==> src/rtl/qspi_pkg.sv <==
// Shared QSPI definitions: opcodes, responder FSM states and phase widths.
// Also used by the host-side command select, so keep opcode names stable.
`timescale 1ns/1ps
package qspi_pkg;

  localparam logic [7:0] OP_WREN   = 8'h06;
  localparam logic [7:0] OP_EN4B   = 8'hB7;
  localparam logic [7:0] OP_RDSR   = 8'h05;
  localparam logic [7:0] OP_READ   = 8'h03;
  localparam logic [7:0] OP_QREAD  = 8'hEB;
  localparam logic [7:0] OP_4QREAD = 8'hEC;
  localparam logic [7:0] OP_QPP    = 8'h38;

  localparam int CMD_BITS = 8;
  localparam int CNT_W    = 6;

  typedef enum logic [2:0] {
    ST_IDLE,
    ST_CMD,
    ST_ADDR,
    ST_DUMMY,
    ST_STATUS,
    ST_RD_DATA,
    ST_WR_DATA,
    ST_IGNORE
  } resp_state_e;

  // Count value on the final address rise: 3 or 4 bytes, 1 or 4 lines.
  function automatic logic [CNT_W-1:0] addr_last(input logic quad, input logic four);
    int unsigned rises;
    rises = (four ? 4 : 3) * (quad ? 2 : 8);
    return CNT_W'(rises - 1);
  endfunction

endpackage

==> src/rtl/qspi_bus_sync.sv <==
// Two-flop synchronizers for the QSPI bus plus sclk / cs_n edge detection.
`timescale 1ns/1ps
module qspi_bus_sync (
  input  logic       h_clk,
  input  logic       h_rst,
  input  logic       sclk_in,
  input  logic       cs_n_in,
  input  logic [3:0] io_in,
  output logic [3:0] io_s,
  output logic       sclk_rise,
  output logic       sclk_fall,
  output logic       cs_rise,
  output logic       cs_fall
);

  logic [5:0] meta_q, sync_q;
  logic [1:0] prev_q;

  // Chains reset low so a host already holding CS low after reset is not
  // seen as a new transfer; only a genuine CS fall starts one.
  always_ff @(posedge h_clk) begin
    if (h_rst) begin
      meta_q <= '0;
      sync_q <= '0;
      prev_q <= '0;
    end else begin
      meta_q <= {cs_n_in, sclk_in, io_in};
      sync_q <= meta_q;
      prev_q <= sync_q[5:4];
    end
  end

  assign io_s      = sync_q[3:0];
  assign sclk_rise =  sync_q[4] & ~prev_q[0];
  assign sclk_fall = ~sync_q[4] &  prev_q[0];
  assign cs_rise   =  sync_q[5] & ~prev_q[1];
  assign cs_fall   = ~sync_q[5] &  prev_q[1];

endmodule

==> src/rtl/qspi_flash_responder.sv <==
// QSPI flash-side responder: decodes WREN/EN4B/RDSR/READ/QREAD/4QREAD/QPP.
// Build option QSPI_RESP_WIP_EN models a BUSY_CYC-long busy window after programs.
`timescale 1ns/1ps
module qspi_flash_responder
  import qspi_pkg::*;
#(
  parameter int MEM_BYTES = 256,
  parameter int IDX_W     = 8,
  parameter int DUMMY_CYC = 8,
  parameter int BUSY_CYC  = 64
) (
  input  logic       h_clk,
  input  logic       h_rst,
  input  logic       sclk_in,
  input  logic       cs_n_in,
  input  logic [3:0] io_in,
  output logic [3:0] io_out,
  output logic [3:0] io_oe,
  output logic       addr4_mode_out,
  output logic       wel_out,
  output logic       wip_out,
  output logic       cmd_err_out
);

  localparam int SH_W   = (IDX_W > 8) ? IDX_W : 8;
  localparam int BUSY_W = $clog2(BUSY_CYC + 1);
  localparam logic [IDX_W-1:0] PAGE_MASK = IDX_W'(255);
`ifdef QSPI_RESP_WIP_EN
  localparam bit WIP_EN = 1'b1;
`else
  localparam bit WIP_EN = 1'b0;
`endif

  logic [3:0] io_s;
  logic       sclk_rise, sclk_fall, cs_rise, cs_fall;

  qspi_bus_sync u_sync (
    .h_clk    (h_clk),
    .h_rst    (h_rst),
    .sclk_in  (sclk_in),
    .cs_n_in  (cs_n_in),
    .io_in    (io_in),
    .io_s     (io_s),
    .sclk_rise(sclk_rise),
    .sclk_fall(sclk_fall),
    .cs_rise  (cs_rise),
    .cs_fall  (cs_fall)
  );

  resp_state_e      state_q, state_d;
  logic [7:0]       opcode_q, opcode_d, dbyte_q, dbyte_d;
  logic [CNT_W-1:0] cnt_q, cnt_d, addr_last_q, addr_last_d;
  logic [SH_W-1:0]  sh_q, sh_d;
  logic [IDX_W-1:0] idx_q, idx_d;
  logic [2:0]       dcnt_q, dcnt_d;
  logic [3:0]       io_out_q, io_out_d, io_oe_q, io_oe_d;
  logic [BUSY_W-1:0] busy_q, busy_d;
  logic wr_any_q, wr_any_d, wel_q, wel_d, addr4_q, addr4_d, cmd_err_q, cmd_err_d;

  logic [7:0]       mem_q [MEM_BYTES];
  logic [MEM_BYTES-1:0] vld_q;
  logic             mem_we, wip, addr_quad;
  logic [7:0]       cur_byte, rd_byte, mem_wd, src, obyte;
  logic [SH_W-1:0]  shift1, shift4;
  logic [IDX_W-1:0] page_next;

  assign wip       = WIP_EN && (busy_q != '0);
  assign addr_quad = (opcode_q != OP_READ);
  assign shift1    = SH_W'({sh_q, io_s[0]});
  assign shift4    = SH_W'({sh_q, io_s});
  // Bytes never programmed since reset read as erased flash.
  assign cur_byte  = vld_q[idx_q] ? mem_q[idx_q] : 8'hFF;
  assign rd_byte   = wip ? 8'hFF : cur_byte;
  assign mem_wd    = cur_byte & {dbyte_q[3:0], io_s};
  assign page_next = (idx_q & ~PAGE_MASK) | ((idx_q + IDX_W'(1)) & PAGE_MASK);

  // NOTE: every signal gets a default before any branch, so no path leaves
  // a value unassigned and no latch is inferred.
  always_comb begin
    state_d     = state_q;
    opcode_d    = opcode_q;
    cnt_d       = cnt_q;
    addr_last_d = addr_last_q;
    sh_d        = sh_q;
    idx_d       = idx_q;
    dbyte_d     = dbyte_q;
    dcnt_d      = dcnt_q;
    io_out_d    = io_out_q;
    io_oe_d     = io_oe_q;
    wr_any_d    = wr_any_q;
    wel_d       = wel_q;
    addr4_d     = addr4_q;
    cmd_err_d   = 1'b0;
    busy_d      = (busy_q != '0) ? busy_q - BUSY_W'(1) : busy_q;
    mem_we      = 1'b0;
    src         = 8'h00;
    obyte       = 8'h00;

    if (cs_rise) begin
      state_d  = ST_IDLE;
      io_oe_d  = 4'h0;
      io_out_d = 4'h0;
      if (state_q == ST_WR_DATA && wr_any_q) begin
        wel_d = 1'b0;
        if (WIP_EN) busy_d = BUSY_W'(BUSY_CYC);
      end
    end else if (cs_fall) begin
      state_d  = ST_CMD;
      cnt_d    = '0;
      wr_any_d = 1'b0;
      io_oe_d  = 4'h0;
    end else if (sclk_rise) begin
      case (state_q)
        ST_CMD: begin
          sh_d  = shift1;
          cnt_d = cnt_q + CNT_W'(1);
          if (cnt_q == CNT_W'(CMD_BITS - 1)) begin
            opcode_d = shift1[7:0];
            cnt_d    = '0;
            dcnt_d   = '0;
            case (shift1[7:0])
              OP_WREN:   begin wel_d   = 1'b1; state_d = ST_IGNORE; end
              OP_EN4B:   begin addr4_d = 1'b1; state_d = ST_IGNORE; end
              OP_RDSR:   state_d = ST_STATUS;
              OP_READ:   begin state_d = ST_ADDR; addr_last_d = addr_last(1'b0, addr4_q); end
              OP_QREAD:  begin state_d = ST_ADDR; addr_last_d = addr_last(1'b1, addr4_q); end
              OP_4QREAD: begin state_d = ST_ADDR; addr_last_d = addr_last(1'b1, 1'b1); end
              OP_QPP: begin
                state_d     = (wel_q && !wip) ? ST_ADDR : ST_IGNORE;
                addr_last_d = addr_last(1'b1, addr4_q);
              end
              default:   begin cmd_err_d = 1'b1; state_d = ST_IGNORE; end
            endcase
          end
        end
        ST_ADDR: begin
          sh_d  = addr_quad ? shift4 : shift1;
          cnt_d = cnt_q + CNT_W'(1);
          if (cnt_q == addr_last_q) begin
            idx_d  = sh_d[IDX_W-1:0];
            cnt_d  = '0;
            dcnt_d = '0;
            state_d = (opcode_q == OP_READ) ? ST_RD_DATA :
                      (opcode_q == OP_QPP)  ? ST_WR_DATA : ST_DUMMY;
          end
        end
        ST_DUMMY: begin
          cnt_d = cnt_q + CNT_W'(1);
          if (cnt_q == CNT_W'(DUMMY_CYC - 1)) state_d = ST_RD_DATA;
        end
        ST_WR_DATA: begin
          if (!dcnt_q[0]) begin
            dbyte_d[3:0] = io_s;
            dcnt_d       = 3'd1;
          end else begin
            mem_we   = 1'b1;
            dcnt_d   = 3'd0;
            idx_d    = page_next;
            wr_any_d = 1'b1;
          end
        end
        default: ;
      endcase
    end else if (sclk_fall && (state_q == ST_STATUS || state_q == ST_RD_DATA)) begin
      if (state_q == ST_RD_DATA && addr_quad) begin
        io_oe_d = 4'hF;
        if (!dcnt_q[0]) begin
          io_out_d = rd_byte[7:4];
          dbyte_d  = rd_byte;
          dcnt_d   = 3'd1;
        end else begin
          io_out_d = dbyte_q[3:0];
          dcnt_d   = 3'd0;
          idx_d    = idx_q + IDX_W'(1);
        end
      end else begin
        src      = (state_q == ST_STATUS) ? {6'b0, wel_q, wip} : rd_byte;
        obyte    = (dcnt_q == 3'd0) ? src : dbyte_q;
        io_out_d = {2'b00, obyte[7], 1'b0};
        io_oe_d  = 4'b0010;
        dbyte_d  = {obyte[6:0], 1'b0};
        dcnt_d   = dcnt_q + 3'd1;
        if (state_q == ST_RD_DATA && dcnt_q == 3'd7) idx_d = idx_q + IDX_W'(1);
      end
    end
  end

  // NOTE: state is registered only with non-blocking assignments so every
  // flop samples the same pre-edge values.
  always_ff @(posedge h_clk) begin
    if (h_rst) begin
      state_q     <= ST_IDLE;
      opcode_q    <= '0;
      cnt_q       <= '0;
      addr_last_q <= '0;
      sh_q        <= '0;
      idx_q       <= '0;
      dbyte_q     <= '0;
      dcnt_q      <= '0;
      io_out_q    <= '0;
      io_oe_q     <= '0;
      busy_q      <= '0;
      wr_any_q    <= 1'b0;
      wel_q       <= 1'b0;
      addr4_q     <= 1'b0;
      cmd_err_q   <= 1'b0;
    end else begin
      state_q     <= state_d;
      opcode_q    <= opcode_d;
      cnt_q       <= cnt_d;
      addr_last_q <= addr_last_d;
      sh_q        <= sh_d;
      idx_q       <= idx_d;
      dbyte_q     <= dbyte_d;
      dcnt_q      <= dcnt_d;
      io_out_q    <= io_out_d;
      io_oe_q     <= io_oe_d;
      busy_q      <= busy_d;
      wr_any_q    <= wr_any_d;
      wel_q       <= wel_d;
      addr4_q     <= addr4_d;
      cmd_err_q   <= cmd_err_d;
    end
  end

  // NOTE: the byte array has no reset; only the per-byte programmed flags do.
  always_ff @(posedge h_clk) begin
    if (mem_we) mem_q[idx_q] <= mem_wd;
  end

  always_ff @(posedge h_clk) begin
    if (h_rst)       vld_q        <= '0;
    else if (mem_we) vld_q[idx_q] <= 1'b1;
  end

  assign io_out         = io_out_q;
  assign io_oe          = io_oe_q;
  assign addr4_mode_out = addr4_q;
  assign wel_out        = wel_q;
  assign wip_out        = wip;
  assign cmd_err_out    = cmd_err_q;

endmodule

==> config.mk <==
export PLATFORM = sky130hd
export DESIGN_NAME = qspi_flash_responder
export DESIGN_NICKNAME = d
export VERILOG_FILES = /design/src/rtl/qspi_pkg.sv /design/src/rtl/qspi_bus_sync.sv /design/src/rtl/qspi_flash_responder.sv
export SDC_FILE = /design/constraint.sdc
export NUM_CORES = 2
export LEC_CHECK = 0
export CELL_PAD_IN_SITES_DETAIL_PLACEMENT = 1
export CELL_PAD_IN_SITES_GLOBAL_PLACEMENT = 1
export CORE_AREA = 2 2 435 437
export CTS_BUF_LIST = sky130_fd_sc_hd__clkbuf_16
export CTS_CLUSTER_DIAMETER = 100
export DETAILED_ROUTE_END_ITERATION = 6
export DIE_AREA = 0 0 437 439
export PLACE_DENSITY_LB_ADDON = 0.2
export SETUP_SLACK_MARGIN = 0.15
export SYNTH_ARGS = -nofsm -noshare
export SYNTH_HDL_FRONTEND = slang
export SYNTH_HIERARCHICAL = 1
export SYNTH_SLANG_ARGS = --single-unit
==> constraint.sdc <==
create_clock -name h_clk -period 10.07 [get_ports h_clk]
set_input_delay 2.5175 -clock h_clk [delete_from_list [all_inputs] [get_ports h_clk]]
set_output_delay 2.5175 -clock h_clk [all_outputs]
set_load 0.01 [all_outputs]
==> results.md <==
* Pleak at 32.3 nW
* Port Buffers at 18
* Synthesized cell area at 93,000 µm²
* Largest net degree at the start of global routing at 257
* Top post-synthesis cells by area: edfxtp_1, mux4_2, dfxtp_1, nor2_1, mux2i_1
* Worst Max-Slew Pin Slew at 1390 ps
* Synth cell types at 88
* Routed wire per std cell at 34.2 µm
* DRT antenna net count at 0
* H-tree depth at 4
* Busiest grt layer: met2
* Crit path cell chain: buf_4 > buf_12 > mux2i_1 > o22ai_1 > a22oi_1 > nand4_1 > o2111ai_1 > o41ai_1 > buf_4 > and2_4 > buf_12
* Setup-failing EPs final at 0
* Net load switching power at 3.94 mW
* Delay of the slowest cell on the worst path at 920 ps
* CP max FO at 184
* Synth Net Count at 5,049
* DP Cell Count at 7,376
* Final Cell Area at 103,000 µm²
* Core footprint at 187,000 µm²
* Die width at 437 µm
* Count leader, synth: edfxtp_1
* Count of pins over their slew limit at 0
* P_int at 15.1 mW
* Slowest cell on crit path: o41ai_1
* Clock power share at 43.1%
* Required @ worst endpoint at 10,570 ps
* Num CTS Buffers at 232
* Clock skew at 68.3 ps
* Fin crit period at 7230 ps
* Status: complete, no violations
* Vias at 50,000
* CTS sink count at 2,383
* Non-Filler Instances at 7,819
* Post-synthesis register bit count at 2,383
* Global placement routability congestion at 0.858
* Pre-antenna DRT Iters at 5
* Fmax at 138 MHz
* Synthesis-to-layout area growth at 10.7%
* DRT Wirelength at 267,000 µm
* Dpl cell area at 95,800 µm²
* CP startpoint kind: register
* Share of cells above drive strength 1 at 20.6%
* YS warnings at 6
* Post-cts hold buffer count at 0
* CTS resizes at 0
* Post-synth EDFFs at 2,048
* Main synth FF type: edfxtp_1
* First-pass GRT wire length at 383,000 µm
* Cells after Synth at 5,033
* TNS Setup at 0 ps
* Final HPWL DP at 164,000 µm
* GR Layer Usage met3 at 6.00%
* Fraction of registers with async set/reset at 0%
* Kind of critical path: register to register
* Top-area cell type share of the netlist area at 66.1%
* Remaining DRCs at 0
* Syn_area_per_cell at 18.5 µm²
* Met2 GRT Util at 42.5%
* Number of vias per cell at 6.40
* Grt ovf at 0
* Register area share after synthesis at 73.4%
* Root Buffer: clkbuf_16
* Final core occ at 55.0%
* DR iter-0 viols at 6,151
* Initial Util at 49.7%
* Number of hold violations in the final report at 0
* Max VDD drop at 0.000191 V
* Part of the power in registers at 56.0%
* Combinational share of power at 0.9%
* DIE AREA at 192,000 µm²
* CTS Buffer Depth at 3
* Initial antenna violation count at 9
* Post-layout nets at 5,131
* Switching part of the total power at 20.7%
* CP endpoint kind: register
* Io pins at 20
* M1 GR Usage at 40.8%
* Row count at 159
* Post-CTS Setup Inserts at 0
* Vias in the first global route at 50,800
* Power Density at 185 nW/µm²
* CTS tree: yes
* Cell taking the most area after synthesis: edfxtp_1
* Worst min path class: register to register
* Post-route clock period utilization at 71.8%
* Post-synth top cells: edfxtp_1, nor2_1, mux4_2, dfxtp_1, mux2i_1
* Tot GR Track Use at 28.0%
* Clock insertion delay at the later pin of the skew report at 910 ps
* Die span in y at 439 µm
* CTS clock-pin slew for the worst setup and hold paths at 60 ps
* Worst hold margin at 434 ps
* RSZ-0062 raised after global routing: false
* CP Data Arrival Time at 7730 ps
* Max-cap check violation count at 0
* Slew HR at 6.79%
[area by class of cell]
cell class,instances,area (µm²)
diodes,5,12.5
flip-flops and latches,2383,68200
well taps,2495,3120
repair buffers,149,1370
multi-input cells,2334,23000
inverters,15,58.8
fillers,16600,84100
clock buffers,235,5880
clock inverters,203,1280
[per-layer routing]
layer  share of wire (%)  wire length, µm
met1                  41           111000
met2                  46           123000
met3                 9.1            24400
met4                 3.4             9010
met5              0.0090               24
[sequential cells by signal, summed over array words and instances, names as in the netlist, 6 cells and up, named ones only]
signal         flops
cnt_q              6
dbyte_q            8
idx_q              8
mem_q           2048
opcode_q           8
sh_q               7
u_sync/meta_q      6
u_sync/sync_q      6
vld_q            256
[through the flow]
stage / worst slack (ps) / power (mW)
2_1_floorplan: 2640 / 11.0
3_3_place_gp: 3250 / 11.1
3_5_place_dp: 3190 / 11.1
4_1_cts: 3100 / 19.2
5_1_grt: 2610 / 19.5
6_report: 2840 / 19.1
[worst max-delay path: cells and delay by family, from the launching register on]
family | cells | cell delay (ps)
AOI/OAI and AO/OA | 4 | 2160
buffers and inverters | 4 | 1810
and+or+nand+nor | 2 | 880
DFF | 1 | 820
muxes | 1 | 450
[power by group through the flow]
| stage | clock [mW] | combinational (mW) | sequential, mW |
|---|---|---|---|
| 2_1_floorplan | 0 | 0.0901 | 10.9 |
| 3_3_place_gp | 0 | 0.161 | 10.9 |
| 3_5_place_dp | 0 | 0.172 | 10.9 |
| 4_1_cts | 8.31 | 0.171 | 10.7 |
| 5_1_grt | 8.65 | 0.185 | 10.7 |
| 6_report | 8.23 | 0.171 | 10.7 |
[cell families (layout without fill, tap and decap cells)]
logic type	count (synthesis)	count (layout)	share of synthesized area, %
AO/OA/AOI/OAI	424	424	3.29
adder cells (fa/ha/maj)	8	8	0.108
XOR/XNOR	7	7	0.0659
AND/OR/NAND/NOR	1159	1159	5.26
flip-flops	2383	2383	73.4
buffers and inverters	316	602	2.01
multiplexers	735	735	15.9
other	1	6	0.00403
[path summary, 6_finish.rpt]
path | start | end | depth (start not counted) | slack, ps
setup / recovery | register | mem_q[244][0] | 11 | 2840
hold reg to reg | u_sync/meta_q[2] | u_sync/sync_q[2] | 1 | 430
setup reg to reg | register | mem_q[244][0] | 11 | 2840
hold / removal | u_sync/meta_q[2] | u_sync/sync_q[2] | 1 | 430
[cells in the final DEF, fill, tap and decap left out, drive strengths merged, types with 95 or more instances in the layout]
cell type / n
edfxtp: 2048
dfxtp: 335
nor2: 819
clkbuf: 235
buf: 132
clkinv: 113
inv: 95
nand2: 136
mux4: 586
mux2i: 144
(Power assumes the default switching activity.)
